<file path="src/rtl/uart_memif_bridge_if.sv">
// scarv_ccx_memif: word-wide request/grant memory bus between an initiator and a responder.
// rdata/error are valid in the cycle after a req && gnt acceptance.
interface scarv_ccx_memif;
  logic        req;
  logic        gnt;
  logic        wen;
  logic [3:0]  strb;
  logic [31:0] addr;
  logic [31:0] wdata;
  logic [31:0] rdata;
  logic        error;

  modport REQ (output req, wen, strb, addr, wdata, input gnt, rdata, error);
  modport RSP (input req, wen, strb, addr, wdata, output gnt, rdata, error);
endinterface

</file>
<file path="src/rtl/uart_memif_bridge.sv">
// uart_memif_bridge: decodes UART read/write packets into memif accesses; req one cycle after the last byte, held until gnt.
// Response bytes wait on tx_busy. Optional inter-byte timeout: define UART_BRIDGE_TIMEOUT_EN.
module uart_memif_bridge #(
  parameter int unsigned TIMEOUT_CYCLES = 500_000
) (
  input  logic        g_clk,
  input  logic        g_resetn,
  output logic        g_clk_req,
  input  logic        rx_valid,
  input  logic [7:0]  rx_data,
  input  logic        rx_break,
  input  logic        tx_busy,
  output logic        tx_en,
  output logic [7:0]  tx_data,
  scarv_ccx_memif.REQ memif
);

  localparam logic [7:0] CMD_WR  = 8'h57;
  localparam logic [7:0] CMD_RD  = 8'h52;
  localparam logic [7:0] RSP_ACK = 8'h06;
  localparam logic [7:0] RSP_NAK = 8'h15;

  typedef enum logic [2:0] {
    S_IDLE, S_ADDR, S_DATA, S_REQ, S_RSP, S_TX_STAT, S_TX_WAIT, S_TX_DATA
  } state_t;

  state_t      state, state_nxt;
  logic [1:0]  cnt, cnt_nxt;
  logic        is_rd, is_rd_nxt;
  logic        ack, ack_nxt;
  logic        data_ph, data_ph_nxt;
  logic        req_q, req_nxt;
  logic        wen_q, wen_nxt;
  logic [3:0]  strb_q, strb_nxt;
  logic [31:0] addr_q, addr_nxt;
  logic [31:0] wdata_q, wdata_nxt;
  logic [31:0] rdata_q, rdata_nxt;
  logic        timeout;

`ifdef UART_BRIDGE_TIMEOUT_EN
  logic [31:0] idle_cnt;

  // Counts only while a packet is being assembled; any byte restarts it.
  always_ff @(posedge g_clk) begin
    if (!g_resetn || rx_valid || !(state == S_ADDR || state == S_DATA)) begin
      idle_cnt <= '0;
    end else begin
      idle_cnt <= idle_cnt + 32'd1;
    end
  end

  assign timeout = (state == S_ADDR || state == S_DATA) && !rx_valid &&
                   (idle_cnt >= TIMEOUT_CYCLES - 1);
`else
  assign timeout = 1'b0;
`endif

  always_ff @(posedge g_clk) begin
    if (!g_resetn) begin
      state   <= S_IDLE;
      cnt     <= 2'd0;
      is_rd   <= 1'b0;
      ack     <= 1'b0;
      data_ph <= 1'b0;
      req_q   <= 1'b0;
      wen_q   <= 1'b0;
      strb_q  <= 4'h0;
      addr_q  <= 32'h0;
      wdata_q <= 32'h0;
      rdata_q <= 32'h0;
    end else begin
      state   <= state_nxt;
      cnt     <= cnt_nxt;
      is_rd   <= is_rd_nxt;
      ack     <= ack_nxt;
      data_ph <= data_ph_nxt;
      req_q   <= req_nxt;
      wen_q   <= wen_nxt;
      strb_q  <= strb_nxt;
      addr_q  <= addr_nxt;
      wdata_q <= wdata_nxt;
      rdata_q <= rdata_nxt;
    end
  end

  always_comb begin
    state_nxt   = state;
    cnt_nxt     = cnt;
    is_rd_nxt   = is_rd;
    ack_nxt     = ack;
    data_ph_nxt = data_ph;
    req_nxt     = req_q;
    wen_nxt     = wen_q;
    strb_nxt    = strb_q;
    addr_nxt    = addr_q;
    wdata_nxt   = wdata_q;
    rdata_nxt   = rdata_q;
    case (state)
      S_IDLE: begin
        cnt_nxt     = 2'd0;
        data_ph_nxt = 1'b0;
        if (rx_valid) begin
          if (rx_data == CMD_WR || rx_data == CMD_RD) begin
            is_rd_nxt = (rx_data == CMD_RD);
            state_nxt = S_ADDR;
          end else begin
            ack_nxt   = 1'b0;
            state_nxt = S_TX_STAT;
          end
        end
      end
      S_ADDR: begin
        if (rx_break || timeout) begin
          state_nxt = S_IDLE;
          cnt_nxt   = 2'd0;
        end else if (rx_valid) begin
          addr_nxt[{cnt, 3'b000} +: 8] = rx_data;
          addr_nxt[1:0] = 2'b00;
          cnt_nxt       = cnt + 2'd1;
          if (cnt == 2'd3) begin
            if (is_rd) begin
              state_nxt = S_REQ;
              req_nxt   = 1'b1;
              wen_nxt   = 1'b0;
              strb_nxt  = 4'hF;
            end else begin
              state_nxt = S_DATA;
            end
          end
        end
      end
      S_DATA: begin
        if (rx_break || timeout) begin
          state_nxt = S_IDLE;
          cnt_nxt   = 2'd0;
        end else if (rx_valid) begin
          wdata_nxt[{cnt, 3'b000} +: 8] = rx_data;
          cnt_nxt = cnt + 2'd1;
          if (cnt == 2'd3) begin
            state_nxt = S_REQ;
            req_nxt   = 1'b1;
            wen_nxt   = 1'b1;
            strb_nxt  = 4'hF;
          end
        end
      end
      S_REQ: begin
        if (memif.gnt) begin
          req_nxt   = 1'b0;
          wen_nxt   = 1'b0;
          state_nxt = S_RSP;
        end
      end
      S_RSP: begin
        ack_nxt   = !memif.error;
        rdata_nxt = memif.rdata;
        state_nxt = S_TX_STAT;
      end
      S_TX_STAT: begin
        if (!tx_busy) state_nxt = S_TX_WAIT;
      end
      // Guard cycle: the transmitter may not have raised tx_busy yet.
      S_TX_WAIT: begin
        if (data_ph) begin
          if (cnt == 2'd3) begin
            state_nxt = S_IDLE;
            cnt_nxt   = 2'd0;
          end else begin
            cnt_nxt   = cnt + 2'd1;
            state_nxt = S_TX_DATA;
          end
        end else if (ack && is_rd) begin
          data_ph_nxt = 1'b1;
          cnt_nxt     = 2'd0;
          state_nxt   = S_TX_DATA;
        end else begin
          state_nxt = S_IDLE;
        end
      end
      S_TX_DATA: begin
        if (!tx_busy) state_nxt = S_TX_WAIT;
      end
      default: state_nxt = S_IDLE;
    endcase
  end

  always_comb begin
    tx_data = 8'h00;
    if (state == S_TX_STAT) begin
      tx_data = ack ? RSP_ACK : RSP_NAK;
    end else if (state == S_TX_DATA) begin
      tx_data = rdata_q[{cnt, 3'b000} +: 8];
    end
  end

  assign tx_en       = (state == S_TX_STAT || state == S_TX_DATA) && !tx_busy;
  assign g_clk_req   = (state != S_IDLE) || rx_valid;
  assign memif.req   = req_q;
  assign memif.wen   = wen_q;
  assign memif.strb  = strb_q;
  assign memif.addr  = addr_q;
  assign memif.wdata = wdata_q;

endmodule

</file>
<file path="src/flat_wrapper.sv">
// flat-port wrapper written by rule: the top's interface ports become plain ports
module uart_memif_bridge_flat 
#(
  parameter int unsigned TIMEOUT_CYCLES = 500_000
)
  (g_clk, g_resetn, g_clk_req, rx_valid, rx_data, rx_break, tx_busy, tx_en, tx_data, memif_req, memif_wen, memif_strb, memif_addr, memif_wdata, memif_gnt, memif_rdata, memif_error);
  scarv_ccx_memif memif_i ();
  input  logic g_clk;
  input  logic g_resetn;
  output logic g_clk_req;
  input  logic rx_valid;
  input  logic [7:0] rx_data;
  input  logic rx_break;
  input  logic tx_busy;
  output logic tx_en;
  output logic [7:0] tx_data;
  output wire logic [$bits(memif_i.req)-1:0] memif_req;
  output wire logic [$bits(memif_i.wen)-1:0] memif_wen;
  output wire logic [$bits(memif_i.strb)-1:0] memif_strb;
  output wire logic [$bits(memif_i.addr)-1:0] memif_addr;
  output wire logic [$bits(memif_i.wdata)-1:0] memif_wdata;
  input wire logic [$bits(memif_i.gnt)-1:0] memif_gnt;
  input wire logic [$bits(memif_i.rdata)-1:0] memif_rdata;
  input wire logic [$bits(memif_i.error)-1:0] memif_error;
  assign memif_req = memif_i.req;
  assign memif_wen = memif_i.wen;
  assign memif_strb = memif_i.strb;
  assign memif_addr = memif_i.addr;
  assign memif_wdata = memif_i.wdata;
  assign memif_i.gnt = memif_gnt;
  assign memif_i.rdata = memif_rdata;
  assign memif_i.error = memif_error;
  uart_memif_bridge #(.TIMEOUT_CYCLES(TIMEOUT_CYCLES)) u_core (.g_clk(g_clk), .g_resetn(g_resetn), .g_clk_req(g_clk_req), .rx_valid(rx_valid), .rx_data(rx_data), .rx_break(rx_break), .tx_busy(tx_busy), .tx_en(tx_en), .tx_data(tx_data), .memif(memif_i));
endmodule
</file>
<file path="config.mk">
export PLATFORM = sky130hd
export DESIGN_NAME = uart_memif_bridge_flat
export DESIGN_NICKNAME = d
export VERILOG_FILES = /design/src/rtl/uart_memif_bridge_if.sv /design/src/rtl/uart_memif_bridge.sv /design/src/flat_wrapper.sv
export SDC_FILE = /design/constraint.sdc
export NUM_CORES = 1
export LEC_CHECK = 0
export ABC_AREA = 1
export CAP_MARGIN = 10
export CORE_UTILIZATION = 52
export CTS_CLUSTER_SIZE = 24
export DETAILED_ROUTE_END_ITERATION = 7
export PLACE_DENSITY = 0.9
export SYNTH_ARGS = -nofsm -noshare
export SYNTH_HDL_FRONTEND = slang
export SYNTH_SLANG_ARGS = --single-unit
</file>
<file path="constraint.sdc">
create_clock -name g_clk -period 3.64 [get_ports g_clk]
set_input_delay 0.364 -clock g_clk [delete_from_list [all_inputs] [get_ports g_clk]]
set_output_delay 0.364 -clock g_clk [all_outputs]
set_load 0.01 [all_outputs]
</file>
==> results.cfg, run 1 <==
[status]
status = completed

[clock_tree]
cts_htree_levels = 3
cts_hold_buf = 0
cts-resized-gates = 0
cts_tree = yes
numCtsBuffers = 9
clk_latency_ns = 0.37
clk_pin_slew_worst_paths_ns = 0.10
clock_path_buffers = 2
postCtsSetupBuffers = 0
cts_sinks = 105
root_buffer = clkbuf_8

[placement]
place_inst = 890
port_buffers = 124
dpl.hpwl_um = 9440
gp_congestion = 0.928

[synth]
avgSynthCellArea_um2 = 6.80
synth_top_area_cell = dfxtp_1
synth-seq-area-share = 0.447
synth_edf_count = 0
netlist_instances = 692
yosysWarnings = 0
synth_top_area_share = 0.447
ys_ff_latch = 105
synthTopCellsByCount = nor2_1 (192), nand2_1 (110), dfxtp_1 (105)
synth_ff_type = dfxtp_1
synth_area_mm2 = 0.00470
async_reset_ff_frac = 0
synth_cell_types = 30
synth_area_leaders = dfxtp_1 (45%), nor2_1 (15%), nand2_1 (8.8%)
yosysMostFrequentCell = nor2_1

[drt]
wl_per_cell_um = 14.2
drtAntennaViolNets = 0
dr.pass1.iters = 5
routed_wl_um = 12900
via_count = 4927
drtIter0Drc = 319
drc = 0
via_per_inst = 5.44

[cells_and_area]
antennaDiodeCount = 0
final_cells = 906
area_growth_pct = 29.7
nets = 845
drive_above_1_share = 0.0439

[setup_path]
required_ns = 3.28
crit_arrival_ns = 2.62
cp-end-kind = primary output
path_class = reg2out
cp-start-kind = register
path_max_fanout = 30

[power]
cellPowerDensity_mw_per_mm2 = 537
p_switching_mw = 1.27
seqPwrFrac = 0.451
peakVddDrop_v = 0.000349
pwr-share-comb = 0.332
p_leak_nw = 2.53
p_sw_frac = 0.389
p_int_mw = 2.00
pwr-share-clk = 0.216

[min_path]
holdCritPathClass = reg2reg

[die]
ios = 127
die_area_mm2 = 0.00943
start_util = 0.539
die_h_um = 97.1
die_w_um = 97.1
num_rows = 34
core-area_mm2 = 0.00872

[job]
max_cap_violations = 0

[grt]
grt_pass1_wl_um = 21200
grt_pass1_vias = 4626
antenna_found_initial = 0
grt_max_degree = 76
overflow = 0
grt_util_all_layers = 0.274

[timing]
whs_ns = 0.465
worst_slew_pin_slew_ns = 0.953
fin_skew_ns = 0.00695
min_period_over_period = 0.820
hold_viol = 0
final-max-slew-violation-count = 0
min_period_ns = 2.99
rsz0062_at_grt = false
finalSetupViolations = 0
max_freq_ghz = 0.335
tns_ns = 0
relSlewSlack = 0.364
stage by stage:
stage | utilization | setup WS, ns | cell area [µm²] | total power [mW]
floorplan | - | 1.56 | 4710 | 2.26
global placement | 0.677 | 1.07 | 5900 | 2.53
detailed placement | 0.677 | 0.870 | 5900 | 2.57
CTS | 0.699 | 0.673 | 6100 | 3.27
global route | 0.699 | 0.514 | 6100 | 3.49
finish | 0.699 | 0.654 | 6100 | 3.28
critical path: stages, from the launching register on:
cell	delay (ns)
dfxtp_1	0.32
buf_4	0.30
clkinv_1	0.55
o21ai_0	0.45
a21oi_1	0.13
clkdlybuf4s50_1	0.49
layout by cell type, fill, tap and decap left out, types with 2 or more instances in the layout:
cell type        synthesis  layout
a21oi_1                 47      47
buf_4                    8       2
clkbuf_8                 0      11
clkdlybuf4s50_1          0     123
clkinv_1                 3       3
clkinv_4                 0       2
conb_1                   1       2
dfxtp_1                105     105
ha_1                     5       5
inv_1                   35      35
inv_2                    7       7
nand2_1                110     110
nand3_1                 46      46
nand4_1                  3       3
nor2_1                 192     192
nor2_4                   3       3
nor3_1                   6       6
o21ai_0                 81      81
sequential cells by signal (all words and copies together), names as in the netlist:
signal,count
u_core.memif.wdata,32
u_core.memif.req,1
u_core.memif.strb,1
u_core.cnt,2
u_core.state,3
u_core.memif.addr,30
u_core.data_ph,1
u_core.ack,1
u_core.memif.wen,1
u_core.rdata_q,32
u_core.is_rd,1
power groups by stage:
stage                     combinational (mW)  clock, mW  sequential [mW]
after floorplan                        0.820          0             1.44
after global placement                  1.03          0             1.49
after detailed placement                1.07          0             1.50
after CTS                               1.08      0.715             1.47
after global routing                    1.23      0.757             1.50
final                                   1.09      0.709             1.48
metal layers:
metal	GRT usage	part of all wire	vias to the layer above	routed length (µm)
met1	0.347	0.41	2245	5320
met5	0	0	-	0
li1	-	-	2421	-
met3	0.0460	0.069	32	892
met4	0.124	0.026	0	334
met2	0.456	0.49	229	6310
final timing paths:
| path | to | cells past startpoint | slack, ns | startpoint |
|---|---|---|---|---|
| setup / recovery | tx_data[6] | 5 | 0.65 | u_core.cnt[0] |
| hold reg to reg | u_core.memif.wdata[26] | 2 | 0.47 | u_core.memif.wdata[26] |
| setup reg to reg | u_core.memif.addr[14] | 7 | 0.80 | u_core.cnt[0] |
| hold / removal | u_core.memif.wdata[26] | 2 | 0.47 | u_core.memif.wdata[26] |
logic make-up (layout without fill, tap and decap cells):
group / after synthesis / in the layout / share of synthesized area
flip-flops: 105 / 105 / 0.447
AND/OR/NAND/NOR: 367 / 367 / 0.321
other: 1 / 2 / 0.000797
AO/OA/AOI/OAI: 132 / 132 / 0.141
buffers and inverters: 82 / 187 / 0.0766
adder cells (fa/ha/maj): 5 / 5 / 0.0133
cell type report:
cell class                 count  area [µm²]
clock buffer                  11         151
clock inverter                 5        45.0
fill                         728        2620
inverter                      45         169
multi-input combinational    506        2250
sequential                   105        2100
tap                          108         135
timing repair buffer         126        1250
No activity file was read; power rests on OpenSTA's default activity.
==> run 2, diff against run 1 <==
Settings changed: CORE_UTILIZATION 52 to 44, PLACE_DENSITY 0.9 to 0.82.
Clock period 3.64 ns to 2.5 ns, I/O delays scaled along.
==> run 2 against run 1 <==
Effect of this change:
- final cell count is 4.0% higher
- critical path depth did not move
- utilization fell by 9.8 points
- wire length up 1.4%
- flip-flop and latch count unchanged
- clock power increased by 47%
- die area increased by 18%
- global-route usage down 3.2 points
- hold slack got worse by 0.0034 ns
- largest cell class unchanged
==> results.cfg, run 2 (synthesis gave the netlist of run 1 again) <==
[status]
status = completed

[drt]
dr.pass1.iters = 5
via_count = 4860
drtIter0Drc = 389
wl_per_cell_um = 13.8
drtAntennaViolNets = 0
via_per_inst = 5.16
routed_wl_um = 13000
drc = 0

[power]
peakVddDrop_v = 0.000498
p_leak_nw = 2.57
p_total_mw = 4.84
cellPowerDensity_mw_per_mm2 = 779

[cells_and_area]
antennaDiodeCount = 0
mostFrequentLayoutCells = nor2_1 (191), clkdlybuf4s50_1 (123), nand2_1 (110)
final_common_cell = nor2_1
final_cells = 942
post-route-cell-area_mm2 = 0.00621
drive_above_1_share = 0.0571
area_growth_pct = 31.9
nets = 853

[timing]
min_period_ns = 2.31
tns_ns = 0
rsz0062_at_grt = false
setup_ws_ns = 0.186
final-max-slew-violation-count = 0
max_freq_ghz = 0.432
finalSetupViolations = 0
relSlewSlack = 0.364
worst_slew_pin_slew_ns = 0.952
min_period_over_period = 0.926
fin_skew_ns = 0.0104
hold_viol = 0

[die]
start_util = 0.456
ios = 127
die_area_mm2 = 0.0111
die_w_um = 105
core-area_mm2 = 0.0103
num_rows = 37
die_h_um = 105

[placement]
post-place-ws_ns = 0.283
gp_congestion = 0.894
place_inst = 926
dpl_cell_area_mm2 = 0.00600
dpl.hpwl_um = 9450
port_buffers = 124

[grt]
grt_pass1_vias = 4593
grt_max_degree = 75
overflow = 0
grt_util_all_layers = 0.242
grt_pass1_wl_um = 21700
antenna_found_initial = 0

[setup_path]
cp-end-kind = primary output
path_max_fanout = 7
cp-start-kind = register
path_class = reg2out
crit_arrival_ns = 2.06
required_ns = 2.25

[clock_tree]
cts_htree_levels = 3
numCtsBuffers = 9
cts_tree = yes
postCtsSetupBuffers = 0
clk_pin_slew_worst_paths_ns = 0.10
cts_sinks = 105
clk_latency_ns = 0.37
root_buffer = clkbuf_8
clock_path_buffers = 2

[min_path]
holdCritPathClass = in2reg

[job]
max_cap_violations = 0
[run 2: path summary, 6_finish.rpt]
kind	from	slack, ns	to	depth (start not counted)
setup / recovery	u_core.state[1]	0.19	tx_data[7]	5
hold / removal	memif_rdata[9]	0.46	u_core.rdata_q[9]	3
setup reg to reg	u_core.state[1]	0.35	u_core.ack	6
hold reg to reg	u_core.memif.addr[12]	0.47	u_core.memif.addr[12]	2
[run 2: power breakdown]
group          internal, mW  total [mW]  switching (mW)
Sequential             1.95        2.13           0.181
Combinational         0.563        1.66            1.10
Clock                 0.414        1.04           0.630
Total                  2.93        4.84            1.91
[run 2: area by class of cell]
type                            instances  area [µm²]
Clock buffer                           10         138
Clock inverter                          6        60.1
Fill cell                             938        4120
Inverter                               45         169
Multi-Input combinational cell        506        2250
Sequential cell                       105        2100
Tap cell                              136         170
Timing Repair Buffer                  134        1310
[run 2: layer usage]
metal	up-vias	routed length, µm	global-route usage
li1	2428	-	-
met1	2186	5850	0.314
met2	214	6050	0.400
met3	32	827	0.0371
met4	0	306	0.0966
met5	-	0	0
[run 2: critical path, cell delays in order (launching register included)]
cell and delay (ns):
dfxtp_1 0.47, nand2_1 0.23, nor2_4 0.20, inv_1 0.11, a21oi_1 0.13, clkdlybuf4s50_1 0.55
[run 2: through the flow]
| stage | utilization | hold slack [ns] |
|---|---|---|
| after floorplan | - | 0.385 |
| after global placement | 0.581 | 0.450 |
| after detailed placement | 0.581 | 0.455 |
| after CTS | 0.601 | 0.454 |
| after global routing | 0.601 | 0.462 |
| final | 0.601 | 0.462 |
[run 2: what timing repair did]
action | 4_1_cts | 5_1_grt
resized for setup | 2 | 2
endpoints found under the setup margin | 7 | 6
hold buffers | 0 | 0
